==> config.mk <==
export PLATFORM = sky130hd
export DESIGN_NAME = alu_md_controller
export DESIGN_NICKNAME = d
export VERILOG_FILES = /design/src/rtl/alu_ctrl_pkg.sv /design/src/rtl/alu_op_decode.sv /design/src/rtl/alu_md_controller.sv
export SDC_FILE = /design/constraint.sdc
export NUM_CORES = 1
export LEC_CHECK = 0
export ABC_AREA = 1
export BUFFER_PORTS_ARGS = -buffer_cell sky130_fd_sc_hd__buf_2
export CORE_MARGIN = 2
export CORE_UTILIZATION = 29
export CTS_CLUSTER_SIZE = 12
export DETAILED_ROUTE_END_ITERATION = 10
export SETUP_SLACK_MARGIN = 0.4
export SYNTH_ARGS = -nofsm -noshare
export SYNTH_HDL_FRONTEND = slang
export SYNTH_SLANG_ARGS = --single-unit
==> constraint.sdc <==
create_clock -name clk -period 2.4 [get_ports clk]
set_clock_uncertainty 0.2 [all_clocks]
set_input_delay 0.36 -clock clk [delete_from_list [all_inputs] [get_ports clk]]
set_output_delay 0.36 -clock clk [all_outputs]
set_load 0.02 [all_outputs]
==> src/rtl/alu_ctrl_pkg.sv <==
// Shared constants and types for the EX-stage ALU controller and its M-extension sequencer.
`timescale 1ns/1ps
package alu_ctrl_pkg;

    localparam logic [1:0] ALUOP_MEM = 2'b00;
    localparam logic [1:0] ALUOP_BR  = 2'b01;
    localparam logic [1:0] ALUOP_ALU = 2'b10;
    localparam logic [1:0] ALUOP_JMP = 2'b11;

    localparam logic [6:0] F7_BASE   = 7'b0000000;
    localparam logic [6:0] F7_ALT    = 7'b0100000;
    localparam logic [6:0] F7_MULDIV = 7'b0000001;

    typedef enum logic [3:0] {
        OP_AND = 4'b0000,
        OP_OR  = 4'b0001,
        OP_ADD = 4'b0010,
        OP_XOR = 4'b0011,
        OP_SLL = 4'b0100,
        OP_SRL = 4'b0101,
        OP_SRA = 4'b0111,
        OP_BEQ = 4'b1000,
        OP_BNE = 4'b1001,
        OP_SUB = 4'b1010,
        OP_BGE = 4'b1011,
        OP_SLT = 4'b1100,
        OP_BLT = 4'b1110
    } alu_op_e;

    typedef enum logic [2:0] {
        MD_MUL, MD_MULH, MD_MULHSU, MD_MULHU, MD_DIV, MD_DIVU, MD_REM, MD_REMU
    } md_op_e;

    typedef enum logic [1:0] {IDLE, BUSY, DONE} state_e;

    function automatic int unsigned max_u(input int unsigned a, input int unsigned b);
        return (a > b) ? a : b;
    endfunction

endpackage

==> src/rtl/alu_op_decode.sv <==
// Pure combinational decode of ALUOp/Funct3/Funct7 into the ALU operation, illegal flag and M-op flag.
`timescale 1ns/1ps
module alu_op_decode
    import alu_ctrl_pkg::*;
#(
    parameter bit EN_M = 1'b1
) (
    input  logic [1:0] ALUOp,
    input  logic [6:0] Funct7,
    input  logic [2:0] Funct3,
    input  logic       is_rtype,
    output alu_op_e    Operation,
    output logic       illegal,
    output logic       is_mop
);

    logic f7_chk;
    logic f7_zero;
    logic f7_alt;

    always_comb begin
        Operation = OP_ADD;
        illegal   = 1'b0;
        is_mop    = 1'b0;
        // Immediate forms carry imm[11:5] in Funct7, so only shifts look at it there.
        f7_chk    = is_rtype || (Funct3 == 3'b001) || (Funct3 == 3'b101);
        f7_zero   = (Funct7 == F7_BASE);
        f7_alt    = (Funct7 == F7_ALT);

        case (ALUOp)
            ALUOP_BR: begin
                case (Funct3)
                    3'b001:  Operation = OP_BNE;
                    3'b100:  Operation = OP_BLT;
                    3'b101:  Operation = OP_BGE;
                    default: Operation = OP_BEQ;
                endcase
            end
            ALUOP_ALU: begin
                if (is_rtype && (Funct7 == F7_MULDIV)) begin
                    is_mop  = EN_M;
                    illegal = !EN_M;
                end else begin
                    case (Funct3)
                        3'b000: begin
                            if (is_rtype && f7_alt)        Operation = OP_SUB;
                            else if (!is_rtype || f7_zero) Operation = OP_ADD;
                            else                           illegal   = 1'b1;
                        end
                        3'b001: begin
                            if (f7_zero) Operation = OP_SLL;
                            else         illegal   = 1'b1;
                        end
                        3'b010: begin
                            if (!f7_chk || f7_zero) Operation = OP_SLT;
                            else                    illegal   = 1'b1;
                        end
                        3'b100: begin
                            if (!f7_chk || f7_zero) Operation = OP_XOR;
                            else                    illegal   = 1'b1;
                        end
                        3'b101: begin
                            if (f7_zero)     Operation = OP_SRL;
                            else if (f7_alt) Operation = OP_SRA;
                            else             illegal   = 1'b1;
                        end
                        3'b110: begin
                            if (!f7_chk || f7_zero) Operation = OP_OR;
                            else                    illegal   = 1'b1;
                        end
                        3'b111: begin
                            if (!f7_chk || f7_zero) Operation = OP_AND;
                            else                    illegal   = 1'b1;
                        end
                        default: illegal = 1'b1;
                    endcase
                    if (illegal) Operation = OP_ADD;
                end
            end
            default: Operation = OP_ADD;
        endcase
    end

endmodule

==> src/rtl/alu_md_controller.sv <==
// EX-stage ALU controller: operation decode plus a fixed-latency MUL/DIV sequencer that stalls the
// pipeline, starts/aborts the MDU and steers the MDU result onto the EX output.
`timescale 1ns/1ps
module alu_md_controller
    import alu_ctrl_pkg::*;
#(
    parameter bit          EN_M      = 1'b1,
    parameter int unsigned MUL_LAT   = 4,
    parameter int unsigned DIV_LAT   = 33,
    parameter bit          FAST_DIV0 = 1'b1
) (
    input  logic       clk,
    input  logic       rst_n,
    input  logic [1:0] ALUOp,
    input  logic [6:0] Funct7,
    input  logic [2:0] Funct3,
    input  logic       is_rtype,
    input  logic       ex_valid,
    input  logic       rs2_zero,
    input  logic       flush,
    output alu_op_e    Operation,
    output logic       illegal,
    output logic       stall,
    output logic       md_start,
    output md_op_e     md_op,
    output logic       md_abort,
    output logic       res_sel
);

    localparam int unsigned MAX_LAT = max_u(MUL_LAT, DIV_LAT);
    localparam int unsigned CNT_W   = (MAX_LAT > 1) ? $clog2(MAX_LAT) : 1;
    localparam logic [CNT_W-1:0] MUL_INIT = CNT_W'(MUL_LAT - 1);
    localparam logic [CNT_W-1:0] DIV_INIT = CNT_W'(DIV_LAT - 1);

    logic             is_mop;
    state_e           state_q, state_d;
    logic [CNT_W-1:0] cnt_q, cnt_d;
    md_op_e           md_op_q, md_op_d;
    logic             md_start_q, md_start_d;
    logic             res_sel_q, res_sel_d;
    logic             stall_c, abort_c;

    alu_op_decode #(
        .EN_M (EN_M)
    ) u_decode (
        .ALUOp     (ALUOp),
        .Funct7    (Funct7),
        .Funct3    (Funct3),
        .is_rtype  (is_rtype),
        .Operation (Operation),
        .illegal   (illegal),
        .is_mop    (is_mop)
    );

    always_ff @(posedge clk or negedge rst_n) begin
        if (!rst_n) begin
            state_q    <= IDLE;
            cnt_q      <= '0;
            md_op_q    <= MD_MUL;
            md_start_q <= 1'b0;
            res_sel_q  <= 1'b0;
        end else begin
            state_q    <= state_d;
            cnt_q      <= cnt_d;
            md_op_q    <= md_op_d;
            md_start_q <= md_start_d;
            res_sel_q  <= res_sel_d;
        end
    end

    always_comb begin
        state_d    = state_q;
        cnt_d      = cnt_q;
        md_op_d    = md_op_q;
        md_start_d = 1'b0;
        res_sel_d  = 1'b0;
        stall_c    = 1'b0;
        abort_c    = 1'b0;

        unique case (state_q)
            IDLE: begin
                if (ex_valid && is_mop && !flush) begin
                    stall_c    = 1'b1;
                    state_d    = BUSY;
                    md_start_d = 1'b1;
                    md_op_d    = md_op_e'(Funct3);
                    if (!Funct3[2])                 cnt_d = MUL_INIT;
                    else if (FAST_DIV0 && rs2_zero) cnt_d = '0;
                    else                            cnt_d = DIV_INIT;
                end
            end
            BUSY: begin
                if (flush) begin
                    abort_c = 1'b1;
                    state_d = IDLE;
                    cnt_d   = '0;
                end else begin
                    stall_c = 1'b1;
                    if (cnt_q == '0) begin
                        state_d   = DONE;
                        res_sel_d = 1'b1;
                    end else begin
                        cnt_d = cnt_q - CNT_W'(1);
                    end
                end
            end
            DONE: begin
                abort_c = flush;
                state_d = IDLE;
            end
            default: state_d = IDLE;
        endcase
    end

    // Reset forces the FSM to IDLE, but an M-op sitting in EX must not stall while reset is held.
    assign stall    = rst_n & stall_c;
    assign md_abort = rst_n & abort_c;
    assign md_start = md_start_q;
    assign md_op    = md_op_q;
    assign res_sel  = res_sel_q;

endmodule

==> impl_metrics.py <==
metrics = {
    "outcome": {
        "status": "finished, final reports clean",
    },
    "final_layout": {
        "drive_above_1_share_pct": 41.24,
        "nets": 218,
        "diodes": 0,
        "fillers": 401,
        "syn_to_final_growth_pct": 32.05,
        "final_cells": 242,
    },
    "grt": {
        "grtUsageMet2_pct": 20.96,
        "globalRouteOverflowTotal": 0,
        "grt.met1_usage_pct": 15.83,
        "grt_util_all_layers_pct": 12.81,
        "grtUsageMet3_pct": 3.425,
        "grt_pass1_vias": 982,
        "grt_pass1_wl_um": 4284,
        "top_usage_layer": "met2",
        "grt_antenna_before_repair": 0,
        "grt_max_degree": 14,
    },
    "logic_synthesis": {
        "synth_warnings": 0,
        "synth_top_area_share_pct": 29.45,
        "yosysUniqueCellTypes": 25,
        "synth_area_leaders": "dfrtp_1, nand2_1, inv_1",
        "ys_ff_latch": 13,
        "synthCells": 158,
        "yosys-top-cells-count": "nand2_1, inv_1, nor2_1, dfrtp_1, nand3_1",
        "syn_avg_cell_area_um2": 6.992,
        "async_flop_share_pct": 100.0,
        "synth_flop_cell": "dfrtp_1",
        "yosysSeqAreaShare_pct": 29.45,
        "synth_edf_count": 0,
        "yosysMostFrequentCell": "nand2_1",
        "synth_fp_nets": 181,
        "yosys.area.top_type": "dfrtp_1",
        "synth_area_um2": 1105,
    },
    "die": {
        "die_x_um": 65.72,
        "start_util_pct": 30.18,
        "core-area_um2": 3661,
        "dieArea_um2": 4319,
        "io_pins": 30,
        "die_y_um": 65.72,
        "placementRows": 22,
    },
    "pwr": {
        "p_leak_nw": 0.7317,
        "pwr-share-seq_pct": 25.9,
        "p_sw_mw": 0.5630,
        "clkPwrFrac_pct": 16.6,
        "swShare_pct": 46.09,
        "irDropWorstVdd_mv": 0.4134,
        "power.total_mw": 1.222,
        "p_per_area_nw_per_um2": 837.3,
        "p_comb_share_pct": 57.5,
        "intPower_mw": 0.6586,
    },
    "job": {
        "max_cap_violations": 0,
    },
    "timing": {
        "setup-violations-final": 0,
        "max_freq_mhz": 516.2,
        "hold_viol_final": 0,
        "timing.final.ws_setup_ns": 0.4627,
        "post-route-min-period_ns": 1.937,
        "min_period_over_period_pct": 80.72,
        "rsz0062_at_grt": "true",
        "setup-tns-final_ns": 0,
        "worst_pin_slew_ns": 0.2025,
        "max-slew-margin-rel_pct": 86.49,
        "report.final.slew_viol_count": 0,
    },
    "setup_path": {
        "crit_type": "flop to primary output",
        "crit_path_end_kind": "primary output",
        "arrival_ns": 1.38,
        "required_ns": 1.84,
        "worstPathMaxFanout": 4,
        "startpoint_type": "flop",
    },
    "hold_path": {
        "hp-class": "primary input to flop",
    },
    "clocking": {
        "cts_root_buffer": "clkbuf_8",
        "clk_latency_ns": 0.25,
        "cts_tree": "yes",
        "htree_levels": 1,
        "cts_sinks": 13,
        "cts.reportedPaths.clkPinSlew_ns": 0.06,
        "clk_path_buf_depth": 2,
        "numCtsBuffers": 3,
    },
    "placed_design": {
        "place_inst": 235,
        "port_buffers": 29,
        "dp_slack_ns": 0.3814,
        "dp_hpwl_um": 1985,
        "gp_congestion": 0.8772,
    },
    "route": {
        "dr.pass1.iters": 4,
        "drc": 0,
        "drtAntennaViolNets": 0,
        "vias_per_cell": 4.521,
        "drt-initial-drc-count": 68,
        "via_count": 1094,
        "wl_per_cell_um": 10.95,
        "finalWirelength_um": 2649,
    },
}
==> layout by cell type, fill, tap and decap left out, drive strengths merged <==
master and count:
nand2 44, buf 32, inv 24, nor2 24, o21ai 15, dfrtp 13, nand3 11, a21oi 9
clkbuf 5, ha 5, nand4 4, xor2 3, o211ai 1, nor3 1, nand3b 1, a31o 1
dlygate4sd3 1
==> power by group through the flow <==
stage | sequential, mW | clock (mW) | combinational (mW)
2_1_floorplan | 0.313 | 0 | 0.580
3_3_place_gp | 0.314 | 0 | 0.637
3_5_place_dp | 0.314 | 0 | 0.640
4_1_cts | 0.317 | 0.207 | 0.679
5_1_grt | 0.324 | 0.217 | 0.803
6_report | 0.316 | 0.202 | 0.703
==> area by class of cell <==
class                           instances  area [um^2]  share of cell area, %
Inverter                               24        92.59                  6.346
Multi-Input combinational cell        119        740.7                  50.77
Timing Repair Buffer                   34        195.2                  13.38
Sequential cell                        13        325.3                  22.30
Tap cell                               48        60.06                  4.117
Clock buffer                            4        45.04                  3.087
==> sequential cells by signal, summed over array words and instances (netlist names) <==
signal,flops
cnt_q,6
res_sel,1
state_q,2
md_start,1
md_op,3
==> cells by family after synthesis <==
| kind of cell | count (synthesis) | share of synthesized area [%] |
|---|---|---|
| xor gates and xnor gates | 3 | 2.379 |
| DFF | 13 | 29.44 |
| buffers and inverters | 26 | 10.42 |
| AOI/OAI and AO/OA | 26 | 14.38 |
| and+or+nand+nor | 85 | 37.71 |
| adders and majority gates | 5 | 5.663 |
==> worst max-delay path, cell delays in order, from the launching register on <==
cell	delay, ns
dfrtp_1	0.39
inv_2	0.09
ha_4	0.14
inv_2	0.05
nor2_4	0.13
inv_4	0.06
a21oi_2	0.12
buf_4	0.15
==> through the flow <==
stage / instance area, um^2 / util (%) / hold WS, ns
2_1_floorplan: 1105 / - / -0.1356
3_3_place_gp: 1300 / 35.51 / 0.1146
3_5_place_dp: 1300 / 35.51 / 0.1156
4_1_cts: 1388 / 37.90 / 0.2163
5_1_grt: 1459 / 39.85 / 0.2422
6_report: 1459 / 39.85 / 0.2128
==> final timing paths <==
check | startpoint | to | slack (ns) | cells past startpoint
worst max-delay path | state_q[1]$_DFFE_PN0P_ | stall | 0.46 | 7
worst max register to register | cnt_q[0]$_DFFE_PN0P_ | cnt_q[5]$_DFFE_PN0P_ | 0.68 | 9
worst min register to register | md_op[0]$_DFFE_PN0N_ | md_op[0]$_DFFE_PN0N_ | 0.28 | 2
min in group asynchronous | rst_n | md_start$_DFF_PN0_ | 0.38 | 3
max in group asynchronous | rst_n | cnt_q[3]$_DFFE_PN0P_ | 1.46 | 3
worst min-delay path | rs2_zero | cnt_q[5]$_DFFE_PN0P_ | 0.21 | 4
==> what timing repair did <==
item | 4_1_cts | 5_1_grt
hold endpoints to repair | 13 | 0
buffers inserted | 2 | 0
gates resized for setup | 5 | 21
pin swaps | 1 | 2
hold buffers | 1 | 0
endpoints found under the setup margin | 2 | 5
==> metal layers <==
metal  wire length [um]  share of wire [%]
met1               1195                 45
met2               1257                 47
met3                155                5.9
met4                 41                1.5
met5                  0                  0
Power figures use the tool's default switching activity.
